<file path="src/rtl/alu_pkg.sv">
// Shared definitions for the sequential ALU: function codes, FSM/datapath
// encodings and the placement of remainder/quotient in a divide result.
package alu_pkg;

  localparam logic [3:0] ALU_ADD     = 4'd0;
  localparam logic [3:0] ALU_SUB     = 4'd1;
  localparam logic [3:0] ALU_MUL     = 4'd2;
  localparam logic [3:0] ALU_DIV     = 4'd3;
  localparam logic [3:0] ALU_AND     = 4'd4;
  localparam logic [3:0] ALU_OR      = 4'd5;
  localparam logic [3:0] ALU_NAND    = 4'd6;
  localparam logic [3:0] ALU_NOR     = 4'd7;
  localparam logic [3:0] ALU_XOR     = 4'd8;
  localparam logic [3:0] ALU_XNOR    = 4'd9;
  localparam logic [3:0] ALU_EQ      = 4'd10;
  localparam logic [3:0] ALU_GT      = 4'd11;
  localparam logic [3:0] ALU_LT      = 4'd12;
  localparam logic [3:0] ALU_SHR     = 4'd13;
  localparam logic [3:0] ALU_SHL     = 4'd14;
  localparam logic [3:0] ALU_ILLEGAL = 4'd15;

  typedef enum logic [1:0] {
    S_IDLE = 2'd0,
    S_MUL  = 2'd1,
    S_DIV  = 2'd2
  } state_e;

  typedef enum logic {
    MD_MUL = 1'b0,
    MD_DIV = 1'b1
  } md_mode_e;

  // Divide result = {remainder, quotient}, expressed as DATA_W-wide slots.
  localparam int unsigned DIV_QUOT_SLOT = 0;
  localparam int unsigned DIV_REM_SLOT  = 1;

endpackage

</file>
<file path="src/rtl/seq_muldiv.sv">
// Iterative shift-add multiplier / restoring divider sharing one
// 2*DATA_W+1 working register; one step per clock, DATA_W steps per op.
module seq_muldiv
  import alu_pkg::*;
#(
  parameter int DATA_W = 8
) (
  input  logic                  clk,
  input  logic                  rst,
  input  logic                  start,
  input  md_mode_e              mode,
  input  logic [DATA_W-1:0]     a,
  input  logic [DATA_W-1:0]     b,
  output logic                  done,
  output logic [2*DATA_W-1:0]   result
);

  localparam int OUT_W = 2 * DATA_W;
  localparam int CNT_W = $clog2(DATA_W) + 1;
  localparam int WR_W  = 2 * DATA_W + 1;

  logic               r_run;
  logic [CNT_W-1:0]   r_cnt;
  md_mode_e           r_mode;
  logic [WR_W-1:0]    r_w;
  logic [DATA_W-1:0]  r_m;

  logic [DATA_W:0]    w_sum;
  logic [DATA_W+1:0]  w_diff;
  logic [WR_W-1:0]    w_sh;
  logic [WR_W-1:0]    w_step;

  always_comb begin
    w_sum  = {1'b0, r_w[OUT_W-1:DATA_W]} + (r_w[0] ? {1'b0, r_m} : '0);
    w_sh   = {r_w[OUT_W-1:0], 1'b0};
    w_diff = {1'b0, w_sh[WR_W-1:DATA_W]} - {2'b00, r_m};
    if (r_mode == MD_MUL)
      w_step = {1'b0, w_sum, r_w[DATA_W-1:1]};
    else if (!w_diff[DATA_W+1])
      w_step = {w_diff[DATA_W:0], w_sh[DATA_W-1:1], 1'b1};
    else
      w_step = w_sh;
  end

  // The last step is handed out combinationally so the result registers at
  // the same edge that closes the DATA_W-th iteration.
  assign done   = r_run && (r_cnt == CNT_W'(DATA_W - 1));
  assign result = w_step[OUT_W-1:0];

  always_ff @(posedge clk or negedge rst) begin
    if (!rst) begin
      r_run  <= 1'b0;
      r_cnt  <= '0;
      r_mode <= MD_MUL;
      r_w    <= '0;
      r_m    <= '0;
    end else if (start) begin
      r_run  <= 1'b1;
      r_cnt  <= '0;
      r_mode <= mode;
      if (mode == MD_MUL) begin
        r_w <= {{(DATA_W + 1){1'b0}}, b};
        r_m <= a;
      end else begin
        r_w <= {{(DATA_W + 1){1'b0}}, a};
        r_m <= b;
      end
    end else if (r_run) begin
      r_w <= w_step;
      if (done) begin
        r_run <= 1'b0;
        r_cnt <= '0;
      end else begin
        r_cnt <= r_cnt + 1'b1;
      end
    end
  end

endmodule

</file>
<file path="src/rtl/seq_alu.sv">
// Multi-cycle ALU: start/busy/valid handshake, single-cycle ops computed at
// accept, MUL/DIV delegated to the iterative seq_muldiv datapath.
module seq_alu
  import alu_pkg::*;
#(
  parameter int DATA_W = 8,
  parameter int FUN_W  = 4
) (
  input  logic                  clk,
  input  logic                  rst,
  input  logic [DATA_W-1:0]     operand_a,
  input  logic [DATA_W-1:0]     operand_b,
  input  logic [FUN_W-1:0]      alu_fun,
  input  logic                  enable,
  output logic                  busy,
  output logic [2*DATA_W-1:0]   alu_out,
  output logic                  out_valid,
  output logic                  err
);

  localparam int OUT_W = 2 * DATA_W;
  localparam int SH_W  = $clog2(DATA_W);

  state_e             r_state, w_state_nxt;
  logic               w_accept, w_start, w_md_done;
  md_mode_e           w_mode;
  logic [OUT_W-1:0]   w_sc_res, w_md_res;
  logic [DATA_W-1:0]  w_n;
  logic               w_sc_err;

  assign busy     = (r_state != S_IDLE);
  assign w_accept = enable && !busy;
  assign w_mode   = (alu_fun == ALU_DIV) ? MD_DIV : MD_MUL;
  assign w_start  = w_accept && ((alu_fun == ALU_MUL) ||
                                 ((alu_fun == ALU_DIV) && (operand_b != '0)));

  seq_muldiv #(.DATA_W(DATA_W)) u_muldiv (
    .clk    (clk),
    .rst    (rst),
    .start  (w_start),
    .mode   (w_mode),
    .a      (operand_a),
    .b      (operand_b),
    .done   (w_md_done),
    .result (w_md_res)
  );

  always_comb begin
    w_state_nxt = r_state;
    case (r_state)
      S_IDLE: if (w_start) w_state_nxt = (w_mode == MD_DIV) ? S_DIV : S_MUL;
      S_MUL, S_DIV: if (w_md_done) w_state_nxt = S_IDLE;
      default: w_state_nxt = S_IDLE;
    endcase
  end

  always_comb begin
    w_n      = '0;
    w_sc_res = '0;
    w_sc_err = 1'b0;
    case (alu_fun)
      ALU_ADD:  w_sc_res = OUT_W'(operand_a) + OUT_W'(operand_b);
      ALU_SUB:  w_sc_res = OUT_W'(operand_a) - OUT_W'(operand_b);
      ALU_DIV: begin
        // Only reaches the output path for a zero divisor.
        w_sc_res[DIV_QUOT_SLOT*DATA_W +: DATA_W] = '1;
        w_sc_res[DIV_REM_SLOT*DATA_W +: DATA_W]  = operand_a;
        w_sc_err = 1'b1;
      end
      ALU_AND:  begin w_n = operand_a & operand_b;    w_sc_res = {{DATA_W{1'b0}}, w_n}; end
      ALU_OR:   begin w_n = operand_a | operand_b;    w_sc_res = {{DATA_W{1'b0}}, w_n}; end
      ALU_NAND: begin w_n = ~(operand_a & operand_b); w_sc_res = {{DATA_W{1'b0}}, w_n}; end
      ALU_NOR:  begin w_n = ~(operand_a | operand_b); w_sc_res = {{DATA_W{1'b0}}, w_n}; end
      ALU_XOR:  begin w_n = operand_a ^ operand_b;    w_sc_res = {{DATA_W{1'b0}}, w_n}; end
      ALU_XNOR: begin w_n = ~(operand_a ^ operand_b); w_sc_res = {{DATA_W{1'b0}}, w_n}; end
      ALU_EQ:   w_sc_res = OUT_W'(operand_a == operand_b);
      ALU_GT:   w_sc_res = OUT_W'(operand_a > operand_b);
      ALU_LT:   w_sc_res = OUT_W'(operand_a < operand_b);
      ALU_SHR:  begin w_n = operand_a >> operand_b[SH_W-1:0]; w_sc_res = {{DATA_W{1'b0}}, w_n}; end
      ALU_SHL:  begin w_n = operand_a << operand_b[SH_W-1:0]; w_sc_res = {{DATA_W{1'b0}}, w_n}; end
      default:  begin w_sc_res = '0; w_sc_err = 1'b1; end
    endcase
  end

  always_ff @(posedge clk or negedge rst) begin
    if (!rst) begin
      r_state   <= S_IDLE;
      alu_out   <= '0;
      out_valid <= 1'b0;
      err       <= 1'b0;
    end else begin
      r_state   <= w_state_nxt;
      out_valid <= 1'b0;
      if (w_accept && !w_start && (alu_fun != ALU_MUL)) begin
        alu_out   <= w_sc_res;
        out_valid <= 1'b1;
        err       <= w_sc_err;
      end else if (busy && w_md_done) begin
        alu_out   <= w_md_res;
        out_valid <= 1'b1;
        err       <= 1'b0;
      end
    end
  end

endmodule

</file>
<file path="config.mk">
export PLATFORM = sky130hd
export DESIGN_NAME = seq_alu
export DESIGN_NICKNAME = d
export VERILOG_FILES = /design/src/rtl/alu_pkg.sv /design/src/rtl/seq_muldiv.sv /design/src/rtl/seq_alu.sv
export SDC_FILE = /design/constraint.sdc
export NUM_CORES = 1
export LEC_CHECK = 0
export CAP_MARGIN = 10
export CORE_MARGIN = 2
export CORE_UTILIZATION = 50
export DETAILED_ROUTE_END_ITERATION = 8
export HOLD_SLACK_MARGIN = 0.1
export PLACE_DENSITY = 0.67
export RECOVER_POWER = 50
export SYNTH_ARGS = -nofsm -noshare
export SYNTH_HDL_FRONTEND = slang
export SYNTH_SLANG_ARGS = --single-unit
</file>
<file path="constraint.sdc">
create_clock -name clk -period 3 [get_ports clk]
set_input_delay 0.6 -clock clk [delete_from_list [all_inputs] [get_ports clk]]
set_output_delay 0.6 -clock clk [all_outputs]
set_load 0.005 [all_outputs]
</file>
* Yosys cells after proc, flatten, opt, wreduce, memory -nomap -nowiden *
Index checks and enable logic that the tools add are counted.

word-level totals
  register bits = 50
  latch bits = 0
  RAM bits = 0
  memory bits (read-only) = 0
  input bits = 23
  logic and storage cells = 90
  memories kept = 0

operators by class
  add/sub/neg operators = 5
  $mul = 0
  div/mod/pow operators = 0
  $lt $le $gt $ge = 2
  eq/ne operators = 21
  shift-type cells = 2
  muxes and demuxes = 26
  bitwise gates (word level) = 6
  reduce and logical (&&, ||, !) cells = 19

operators with widths
  kind                  number
  $pmux W16 S14         1
  $mux W16              6
  $eq A4 B4 Y1 const B  7
  $mux W8               3
  $not A8 Y8            3
  $eq A4 B3 Y1 const B  5
  $add A8 B8 Y9         2
  $reduce_or A13 Y1     1
  $mux W4               3
  $sub A9 B8 Y10        1
  $mux W1               9
  $sub A8 B8 Y9         1
  $and A8 B8 Y8         1
  $eq A4 B2 Y1 const B  2
  $eq A8 B8 Y1          1
  $gt A8 B8 Y1          1
  $lt A8 B8 Y1          1
  $or A8 B8 Y8          1
  $reduce_bool A8 Y1    1
  $shl A8 B3 Y8         1
  $shr A8 B3 Y8         1
  $xor A8 B8 Y8         1
  $logic_and A1 B1 Y1   7
  $mux W2               3
  14 further kinds      18

* Longest topological paths before layout *
Gate-level depths: netlist of the first run.

  depth after elaboration = 8
  mapped depth = 10
  gate-level depth less buffers = 10

* By module *
From an unflattened synthesis of the first run, not the netlist that was laid out.

second synthesis, totals
  cells, all modules = 691
  area, all modules = 5,556.6 µm²

by module, submodules not included
  module      times used  cells each  area an instance (µm²)  seq. area each (µm²)
  seq_alu     1           416         3,141.8                 500.5
  seq_muldiv  1           275         2,414.8                 750.7

* Worst setup path after synthesis of the first run *
No wires, ideal clock.

  path kind = input to register
  start = input port operand_b[0]
  end = register alu_out[0]
  setup time = 0.069 ns
  data arrival time = 2.792 ns
  required time = 2.931 ns
  path slack = 0.139 ns
  stages on the path = 9
  cell sequence = clkbuf_1 -> clkbuf_1 -> inv_1 -> ha_1 -> nor3_1 -> or4b_2 -> o221ai_1 -> o41ai_1 -> nand3_1

between the ends
  word-level cells in the longest chain between the ends = 8
  elaborated cells on any way between the ends = 23

RTL lines
  what                                                   RTL line       text
  start, declared                                        seq_alu.sv:12  input logic [DATA_W-1:0] operand_b,
  branches (longest 8 deep; another with $sub A8 B8 Y9)  --
  end signal, assigned                                   seq_alu.sv:95  alu_out <= w_sc_res;
  end signal, assigned                                   seq_alu.sv:99  alu_out <= w_md_res;
  end, declared                                          seq_alu.sv:16  output logic [2*DATA_W-1:0] alu_out,

Several ways; the timed one is not identified.
A chain may end at the register's enable or synchronous reset.

* Worst setup path in the final report of the first run *
  start = input port operand_b[4]
  end = register alu_out[9]

The elaborated chain is that of the path after synthesis.

==> results of run 1 <==
[metal layers]
metal / GRT usage / part of all wire / vias up
met5: 0 / 0.00036 / -
met4: 0.127 / 0.034 / 2
met3: 0.0894 / 0.12 / 66
met2: 0.580 / 0.43 / 422
met1: 0.523 / 0.41 / 3078
li1: - / - / 2945
[power breakdown]
| part | total, mW | switching (mW) | internal (mW) | leakage, nW |
|---|---|---|---|---|
| Sequential | 1.18 | 0.232 | 0.950 | 0.611 |
| Clock | 0.435 | 0.270 | 0.165 | 0.0441 |
| Combinational | 3.62 | 2.09 | 1.54 | 2.41 |
[path summary, 6_finish.rpt]
kind                                               end  slack (ns)  depth (start not counted)
hold / removal             u_muldiv.r_m[6]$_DFFE_PN0P_        0.31                          1
max in group asynchronous       alu_out[0]$_DFFE_PN0P_        1.20                          2
hold reg to reg                 r_state[0]$_DFFE_PN0P_        0.51                          1
setup / recovery                alu_out[9]$_DFFE_PN0P_        0.08                          8
setup reg to reg               alu_out[15]$_DFFE_PN0P_        0.09                          9
min in group clk                r_state[0]$_DFFE_PN0P_        0.51                          1
[registers in the layout, summed over array words and instances (netlist names)]
| signal | flops |
|---|---|
| u_muldiv.r_cnt | 4 |
| u_muldiv.r_w | 16 |
| u_muldiv.r_run | 1 |
| r_state | 2 |
| out_valid | 1 |
| u_muldiv.r_m | 8 |
| err | 1 |
| alu_out | 16 |
| u_muldiv.r_mode | 1 |
[cell families (layout without fill, tap and decap cells)]
kind of cell / count (synthesis) / in the layout / synth area share
flops: 50 / 50 / 0.222
simple gates: 256 / 256 / 0.223
compound gates: 242 / 242 / 0.295
mux: 30 / 30 / 0.0590
xor+xnor: 12 / 12 / 0.0187
buf+inv: 90 / 216 / 0.0699
fa+ha+maj: 48 / 48 / 0.112
[cells in the final DEF, fill, tap and decap left out, types with 18 or more instances in the layout]
cell type	n
ha_1	44
buf_4	118
dfrtp_1	50
a21oi_1	37
nor2_1	60
clkdlybuf4s50_1	31
nand3_1	20
o21ai_0	61
nand2_1	76
nor3_1	18
mux2i_1	23
inv_1	42
[per-stage QoR]
step | util | setup TNS, ns
after floorplan | - | 0
after global placement | 0.639 | -3.93
after detailed placement | 0.639 | -2.32
after CTS | 0.648 | 0
after global routing | 0.648 | 0
final | 0.648 | 0
[area by class of cell]
cell class,count,area (um2)
Multi-Input combinational cell,588,4000
Sequential cell,50,1250
Clock inverter,3,21.3
Fill cell,984,3830
Clock buffer,5,68.8
Inverter,44,165
Tap cell,140,175
Timing Repair Buffer,164,1380
[what timing repair did]
action | CTS | global route
endpoints found under the setup margin | 0 | 2
setup buffers | 0 | 0
resized for setup | 0 | 2
==> summary.md, run 1 <==
| Metric | Value |
|---|---|
| Status | finished clean |
| Clk slew on worst S/H paths | 0.11 ns |
| Setup CP Type | in -> reg |
| Required @ worst endpoint | 3.20 ns |
| Initial Util | 0.517 |
| Min Hold Slack | 0.311 ns |
| Antenna Diode Count | 0 |
| HP Class | in -> async |
| Startpoint Class | input port |
| Synthesized area | 5620 um2 |
| First DRT Iteration DRCs | 761 |
| I/O Pins | 42 |
| Slew margin rel. | 0.322 |
| CP max FO | 8 |
| CP max-delay cell | or4_1 |
| Yosys warnings | 0 |
| FFs w/ async S/R, synth | 1.00 |
| H-tree depth | 2 |
| CP startpoint | operand_b[4] |
| Routed len/inst | 22.6 um |
| Die area | 12100 um2 |
| Max Clock Freq | 343 MHz |
| Syn_nets | 799 |
| Share of post-route cells with drive strength above 1 | 0.185 |
| P per Cell Area | 743 nW/um2 |
| Drt pass-1 iters | 6 |
| Post-synthesis sequential area ratio | 0.222 |
| CTS tree | done |
| Area grow syn2layout | 25.4% |
| Core ar. | 10900 um2 |
| Kind of cell adding the most delay to the critical path | simple AND/OR/NAND/NOR gates |
| DRT antenna net count | 0 |
| CP endpoint kind | flop |
| Area contributors post-synth | dfrtp_1, ha_1, o21ai_0, nand2_1, mux2i_1 |
| EDFF count, synth | 0 |
| # clock sinks | 50 |
| Commonest cells post-synth | nand2_1, o21ai_0, nor2_1, dfrtp_1, ha_1 |
| Final Cycle Share | 0.972 |
| Worst slack at placement | -0.296 ns |
| Vias in the first global route | 6017 |
| Synthesized instance count | 728 |
| Max-slew violation count | 0 |
| # placed instances | 986 |
| WL final | 22400 um |
| Clock Skew | 0.0151 ns |
| Initial antenna violation count | 1 |
| Critical path, cell by cell | clkdlybuf4s50_1, or4_1, nor4_2, buf_4, o21bai_1, and2_1, a221oi_1, o211ai_1 |
| First-pass GRT wire length | 33900 um |
| Total GRT Usage | 0.379 |
| Core Rows | 38 |
| # nets final | 924 |
| LEAKAGE | 3.07 nW |
| Clk Latency, worst-skew pair | 0.34 ns |
| Worst-margin pin slew | 1.02 ns |
| Yosys reg bits | 50 |
| Crit path DAT | 3.12 ns |
| Half-perimeter wire length after placement | 17800 um |
| CTS Root Cell | clkbuf_8 |
| GR Overflow Total | 0 |
| Port Buffer Count | 41 |
| CTS Buf Count | 5 |
| Worst R2R Start | u_muldiv.r_m[0]$_DFFE_PN0P_ |
| Worst Path Buf+Inv | 2 |
| Top-area cell type share of the netlist area | 0.222 |
| VDD IR-drop max | 0.000879 V |
| RSZ-0062 raised after global routing | no |
| Largest net degree at the start of global routing | 38 |
| DRC | 0 |
| Pwr Total | 5.24 mW |
| Post-route minimum period | 2.92 ns |
| Post-synth cell types | 77 |
| Non-Filler Instances | 994 |
| Vias/cell | 6.55 |
| Mean Syn Cell Area | 7.73 um2 |
| Via Count | 6513 |
| Post-CTS Hold Fix Bufs | 0 |
| Fin worst setup slack | 0.0847 ns |
| Max-cap violations | 0 |
| Die height | 110 um |
| Most frequent cell after synthesis | nand2_1 |
| Longest Clk Path Bufs | 2 |
| Final-report hold violation count | 0 |
| Routability Congestion | 1.05 |
| Area post-placement | 6960 um2 |
| Synth area leader | dfrtp_1 |
| Top FF cell, synth | dfrtp_1 |
| Final design area excluding fillers | 7050 um2 |
| Crit-path max cell delay | 0.62 ns |
| Die width | 110 um |
| Setup violations, final | 0 |
No activity file was read; power rests on OpenSTA's default activity.
==> inputs of run 2 (changes only) <==
--- a/config.mk
+++ b/config.mk
@@ -8,9 +8,11 @@
 export CAP_MARGIN = 10
 export CORE_MARGIN = 2
 export CORE_UTILIZATION = 50
+export CTS_CLUSTER_DIAMETER = 100
+export CTS_CLUSTER_SIZE = 20
 export DETAILED_ROUTE_END_ITERATION = 8
 export HOLD_SLACK_MARGIN = 0.1
-export PLACE_DENSITY = 0.67
+export PLACE_DENSITY = 0.7
 export RECOVER_POWER = 50
 export SYNTH_ARGS = -nofsm -noshare
 export SYNTH_HDL_FRONTEND = slang
==> constraint.sdc (replaced) <==
create_clock -name clk -period 2.4 [get_ports clk]
set_input_delay 0.48 -clock clk [delete_from_list [all_inputs] [get_ports clk]]
set_output_delay 0.48 -clock clk [all_outputs]
set_load 0.005 [all_outputs]
==> run 2 against run 1 <==
- the flow now finishes with violations (setup timing)
- clock skew down 0.0038 ns
- cell count up 8.0%
- combinational power up 69%
- wire length up 11%
- critical path depth up 1
- cell area up 19%
- sequential power up 28%
- first-iteration DRC count up 21%
- global-route usage up 3.1 points
- worst hold slack better by 0.14 ns
- critical path type is now reg -> reg
==> summary.md, run 2 (synthesized netlist as in run 1, its figures left out) <==
| Metric | Value |
|---|---|
| Crit path DAT | 2.76 ns |
| Share of post-route cells with drive strength above 1 | 0.376 |
| P per Cell Area | 983 nW/um2 |
| Port Buffer Count | 41 |
| Post-route minimum period | 2.53 ns |
| Most common cell after layout, fill and taps aside | buf_4 |
| CP max-delay cell | dfrtp_2 |
| Routed len/inst | 23.2 um |
| I/O Pins | 42 |
| Worst Path Buf+Inv | 0 |
| Total GRT Usage | 0.410 |
| Die width | 110 um |
| Initial Util | 0.517 |
| Setup CP Type | reg -> reg |
| Critical path, cell by cell | and2_4, ha_4, fa_2, a211oi_4, o21ai_2, or2_4, a221o_1, a32oi_1, nand3_1 |
| Largest net degree at the start of global routing | 38 |
| Final-report hold violation count | 0 |
| Area post-placement | 7480 um2 |
| Vias in the first global route | 6797 |
| Status | finished with violations |
| DRC | 0 |
| CP endpoint kind | flop |
| # clock sinks | 50 |
| Min Hold Slack | 0.455 ns |
| Slew margin rel. | 0.0383 |
| CTS Root Cell | clkbuf_8 |
| Max-slew violation count | 0 |
| LEAKAGE | 3.61 nW |
| GR Overflow Total | 0 |
| DRT antenna net count | 0 |
| First-pass GRT wire length | 37300 um |
| CP max FO | 3 |
| VDD IR-drop max | 0.00174 V |
| Area grow syn2layout | 48.9% |
| H-tree depth | 2 |
| Startpoint Class | flop |
| Die height | 110 um |
| Max-cap violations | 0 |
| Routability Congestion | 1.01 |
| # nets final | 1004 |
| Drt pass-1 iters | 6 |
| Fin worst setup slack | -0.127 ns |
| Clk slew on worst S/H paths | 0.12 ns |
| Largest regs | alu_out: 16 flops, u_muldiv.r_w: 16 flops, u_muldiv.r_m: 8 flops |
| Clock Skew | 0.0113 ns |
| Setup violations, final | 9 |
| CTS tree | done |
| WL final | 25000 um |
| Half-perimeter wire length after placement | 18400 um |
| Longest Clk Path Bufs | 2 |
| HP Class | in -> async |
| Worst-margin pin slew | 1.44 ns |
| Core ar. | 10900 um2 |
| Most frequent cells in the layout | buf_4, nand2_1, o21ai_0 |
| Crit-path max cell delay | 0.47 ns |
| Kind of cell adding the most delay to the critical path | compound AO/OA/AOI/OAI gates |
| Clk Latency, worst-skew pair | 0.34 ns |
| CTS Buf Count | 5 |
| Final design area excluding fillers | 8370 um2 |
| Initial antenna violation count | 1 |
| Via Count | 7173 |
| Vias/cell | 6.68 |
| Max Clock Freq | 396 MHz |
| First DRT Iteration DRCs | 921 |
| Die area | 12100 um2 |
| Required @ worst endpoint | 2.63 ns |
| RSZ-0062 raised after global routing | yes |
| Final Cycle Share | 1.05 |
| Failing checks | setup timing |
| Post-Route Utilization | 0.769 |
| Core Rows | 38 |
| Antenna Diode Count | 0 |
## run 2: changes by cell type in the layout (fill, tap and decap cells not counted), sizes merged, moves of 4 or more
| cell | previous run | this run |
|---|---|---|
| buf | 122 | 202 |
| clkdlybuf4s50 | 31 | 18 |
| dlymetal6s2s | 0 | 4 |
| dlygate4sd3 | 9 | 4 |
| clkbuf | 7 | 12 |
| dlygate4sd2 | 0 | 8 |
## run 2: stage by stage
| step | worst slack [ns] | power, mW | setup TNS [ns] | cells |
|---|---|---|---|---|
| after floorplan | -0.0516 | 4.31 | -0.102 | 728 |
| after global placement | -0.613 | 6.03 | -19.52 | 1049 |
| after detailed placement | -0.603 | 6.23 | -20.91 | 1049 |
| after CTS | -0.161 | 7.43 | -0.350 | 1070 |
| after global routing | -0.191 | 8.68 | -1.27 | 1074 |
| final | -0.127 | 8.23 | -0.522 | 1074 |
## run 2: final cells by class
cell class	count	area, um2
inverters	44	165
clock inverters	3	28.8
well taps	140	175
multi-input cells	588	4650
flip-flops and latches	50	1250
repair buffers	244	2030
clock buffers	5	68.8
fillers	819	2510
## run 2: worst paths after layout
check                                            start                            end  slack, ns  depth (start not counted)
setup / recovery           u_muldiv.r_w[0]$_DFFE_PN0P_        alu_out[15]$_DFFE_PN0P_      -0.13                          9
hold / removal                                     rst  u_muldiv.r_cnt[3]$_DFFE_PN0P_       0.46                          1
setup reg to reg           u_muldiv.r_w[0]$_DFFE_PN0P_        alu_out[15]$_DFFE_PN0P_      -0.13                          9
hold reg to reg                 alu_out[1]$_DFFE_PN0P_         alu_out[1]$_DFFE_PN0P_       0.53                          1
max in group asynchronous                          rst    u_muldiv.r_w[8]$_DFFE_PN0P_       0.46                          2
min in group clk                alu_out[1]$_DFFE_PN0P_         alu_out[1]$_DFFE_PN0P_       0.53                          1
## run 2: power breakdown
part           switching, mW  internal (mW)
Clock                  0.374          0.218
Sequential             0.318           1.19
Combinational           3.32           2.81
## run 2: per-layer routing
layer,up-vias,global-route usage,part of all wire
met5,-,0,0.00056
met3,103,0.0888,0.13
met1,3429,0.569,0.39
met2,532,0.627,0.45
met4,2,0.146,0.038
li1,3107,-,-
## run 2: repair_timing
| action | in CTS | in global routing |
|---|---|---|
| buffers inserted | 13 | 4 |
| pin swaps | 33 | 38 |
| setup endpoints to repair | 42 | 27 |
| hold buffers | 0 | 0 |
| resized for setup | 110 | 76 |
==> inputs of run 3 (changes only) <==
--- a/config.mk
+++ b/config.mk
@@ -12,8 +12,9 @@
 export CTS_CLUSTER_SIZE = 20
 export DETAILED_ROUTE_END_ITERATION = 8
 export HOLD_SLACK_MARGIN = 0.1
-export PLACE_DENSITY = 0.7
+export PLACE_DENSITY_LB_ADDON = 0.2
 export RECOVER_POWER = 50
+export SKIP_LAST_GASP = 1
 export SYNTH_ARGS = -nofsm -noshare
 export SYNTH_HDL_FRONTEND = slang
 export SYNTH_SLANG_ARGS = --single-unit
==> run 3 against run 2 <==
- setup slack lost 0.14 ns
- sequential share of layout area rose by 0.27 points
- critical path depth unchanged
- flip-flop and latch count stayed put
- combinational power is 7.0% lower
- cell count down 0.28%
- the flow still finishes with violations (setup timing)
- utilization is 1.6 points lower
- first-iteration DRC count fell by 4.6%
- non-clock buffer count decreased by 3
- die area is the same
- cell area shrank 2.1%
==> summary.md, run 3 (synthesized netlist as in run 1, its figures left out) <==
| Metric | Value |
|---|---|
| # placed instances | 1055 |
| Non-Filler Instances | 1071 |
| Clk Latency, worst-skew pair | 0.32 ns |
| Final-report hold violation count | 0 |
| Critical path, cell by cell | buf_4, and2_1, ha_1, a21oi_1, o2111ai_4, or4_1, a31o_2, o21ai_0, a22oi_1 |
| Via Count | 6949 |
| Total GRT Usage | 0.385 |
| Worst R2R Path Depth | 9 |
| CP endpoint kind | flop |
| RSZ-0062 raised after global routing | yes |
| Antenna Diode Count | 0 |
| CP max-delay cell | dfrtp_1 |
| CP max FO | 3 |
| Area grow syn2layout | 45.8% |
| Slew margin rel. | 0.101 |
| # nets final | 1001 |
| Comb power frac | 0.735 |
| Max-cap violations | 0 |
| Post-route minimum period | 2.67 ns |
| Worst r2r dst | alu_out[14]$_DFFE_PN0P_ |
| P per Cell Area | 946 nW/um2 |
| Vias in the first global route | 6405 |
| Share of post-route cells with drive strength above 1 | 0.348 |
| Initial Util | 0.517 |
| Port Buffer Count | 41 |
| Switching share of power | 0.480 |
| Crit path DAT | 2.87 ns |
| Status | finished with violations |
| Clock share of power | 0.072 |
| I/O Pins | 42 |
| DRT antenna net count | 0 |
| WL final | 23300 um |
| First DRT Iteration DRCs | 879 |
| Most frequent cells in the layout | buf_4, nand2_1, o21ai_0 |
| Fin worst setup slack | -0.268 ns |
| Largest regs | alu_out: 16 flops, u_muldiv.r_w: 16 flops, u_muldiv.r_m: 8 flops |
| Setup violations, final | 8 |
| Crit-path max cell delay | 0.46 ns |
| Initial antenna violation count | 0 |
| Clk slew on worst S/H paths | 0.11 ns |
| Min Hold Slack | 0.515 ns |
| Startpoint Class | flop |
| Die area | 12100 um2 |
| Setup CP Type | reg -> reg |
| VDD IR-drop max | 0.00125 V |
| Die width | 110 um |
| Die height | 110 um |
| CP startpoint | u_muldiv.r_w[0]$_DFFE_PN0P_ |
| Final Cycle Share | 1.11 |
| R2R Setup Slk | -0.27 ns |
| Vias/cell | 6.49 |
| Max-slew violation count | 0 |
| First-pass GRT wire length | 35200 um |
| Largest net degree at the start of global routing | 51 |
| # clock sinks | 50 |
| CTS Buf Count | 5 |
| Worst R2R Start | u_muldiv.r_w[0]$_DFFE_PN0P_ |
| Internal | 4.03 mW |
| Sequential Power Share | 0.193 |
| Drt pass-1 iters | 8 |
| Setup TNS | -1.08 ns |
| Max Clock Freq | 375 MHz |
| Core ar. | 10900 um2 |
| LEAKAGE | 3.58 nW |
| GR Overflow Total | 0 |
| Routed len/inst | 21.8 um |
| Psw | 3.73 mW |
| Required @ worst endpoint | 2.61 ns |
| Failing checks | setup timing |
| CTS tree | done |
| Most common cell after layout, fill and taps aside | buf_4 |
| CTS Root Cell | clkbuf_8 |
| H-tree depth | 2 |
| Worst-margin pin slew | 1.35 ns |
| Half-perimeter wire length after placement | 17800 um |
| Longest Clk Path Bufs | 2 |
| Clock Skew | 0.00878 ns |
| DRC | 0 |
| HP Class | in -> async |
| Core Rows | 38 |
| Routability Congestion | 1.04 |
| Post-Route Utilization | 0.753 |
run 3: per-stage QoR:
| step | cell area [um2] | total power [mW] | setup slack, ns |
|---|---|---|---|
| final | 8200 | 7.76 | -0.268 |
| after detailed placement | 7440 | 6.17 | -0.800 |
| after global placement | 7440 | 6.03 | -0.835 |
| after CTS | 7830 | 7.02 | -0.132 |
| after floorplan | 5640 | 4.31 | -0.0516 |
| after global routing | 8200 | 8.25 | -0.257 |
run 3: layout make-up:
cell class | instances | area, um2
clock inverter | 3 | 26.3
tap | 140 | 175
clock buffer | 5 | 68.8
inverter | 44 | 168
multi-input combinational | 588 | 4570
timing repair buffer | 241 | 1950
sequential | 50 | 1250
fill | 813 | 2690
run 3: worst max path at each step:
stage               slack [ns]                 endpoint
floorplan                -0.05  alu_out[11]$_DFFE_PN0P_
global placement         -0.84   alu_out[6]$_DFFE_PN0P_
detailed placement       -0.80   alu_out[6]$_DFFE_PN0P_
CTS                      -0.13  alu_out[15]$_DFFE_PN0P_
global route             -0.26  alu_out[14]$_DFFE_PN0P_
finish                   -0.27  alu_out[14]$_DFFE_PN0P_
run 3: worst max-delay path: cells and delay by family, from the launching register on:
| kind | cells | cell delay, ns |
|---|---|---|
| compound gates | 5 | 1.00 |
| flops | 1 | 0.46 |
| buf+inv | 1 | 0.17 |
| simple gates | 2 | 0.61 |
| fa+ha+maj | 1 | 0.31 |
run 3: what timing repair did:
action / 4_1_cts / 5_1_grt
resized for setup: 70 / 77
hold buffers: 0 / 0
setup buffers: 3 / 6
setup endpoints to repair: 35 / 25
pin swaps: 23 / 31
run 3: power by group through the flow:
stage	registers (mW)	logic, mW	clock network [mW]
2_1_floorplan	1.41	2.90	0
3_3_place_gp	1.46	4.57	0
3_5_place_dp	1.47	4.70	0
4_1_cts	1.47	5.00	0.554
5_1_grt	1.53	6.12	0.598
6_report	1.50	5.70	0.559
run 3: metal layers:
layer / vias to the layer above / part of all wire / global-route usage
met2: 466 / 0.44 / 0.576
met5: - / 0 / 0
met4: 0 / 0.025 / 0.0796
li1: 3100 / - / -
met1: 3318 / 0.42 / 0.566
met3: 65 / 0.12 / 0.0864
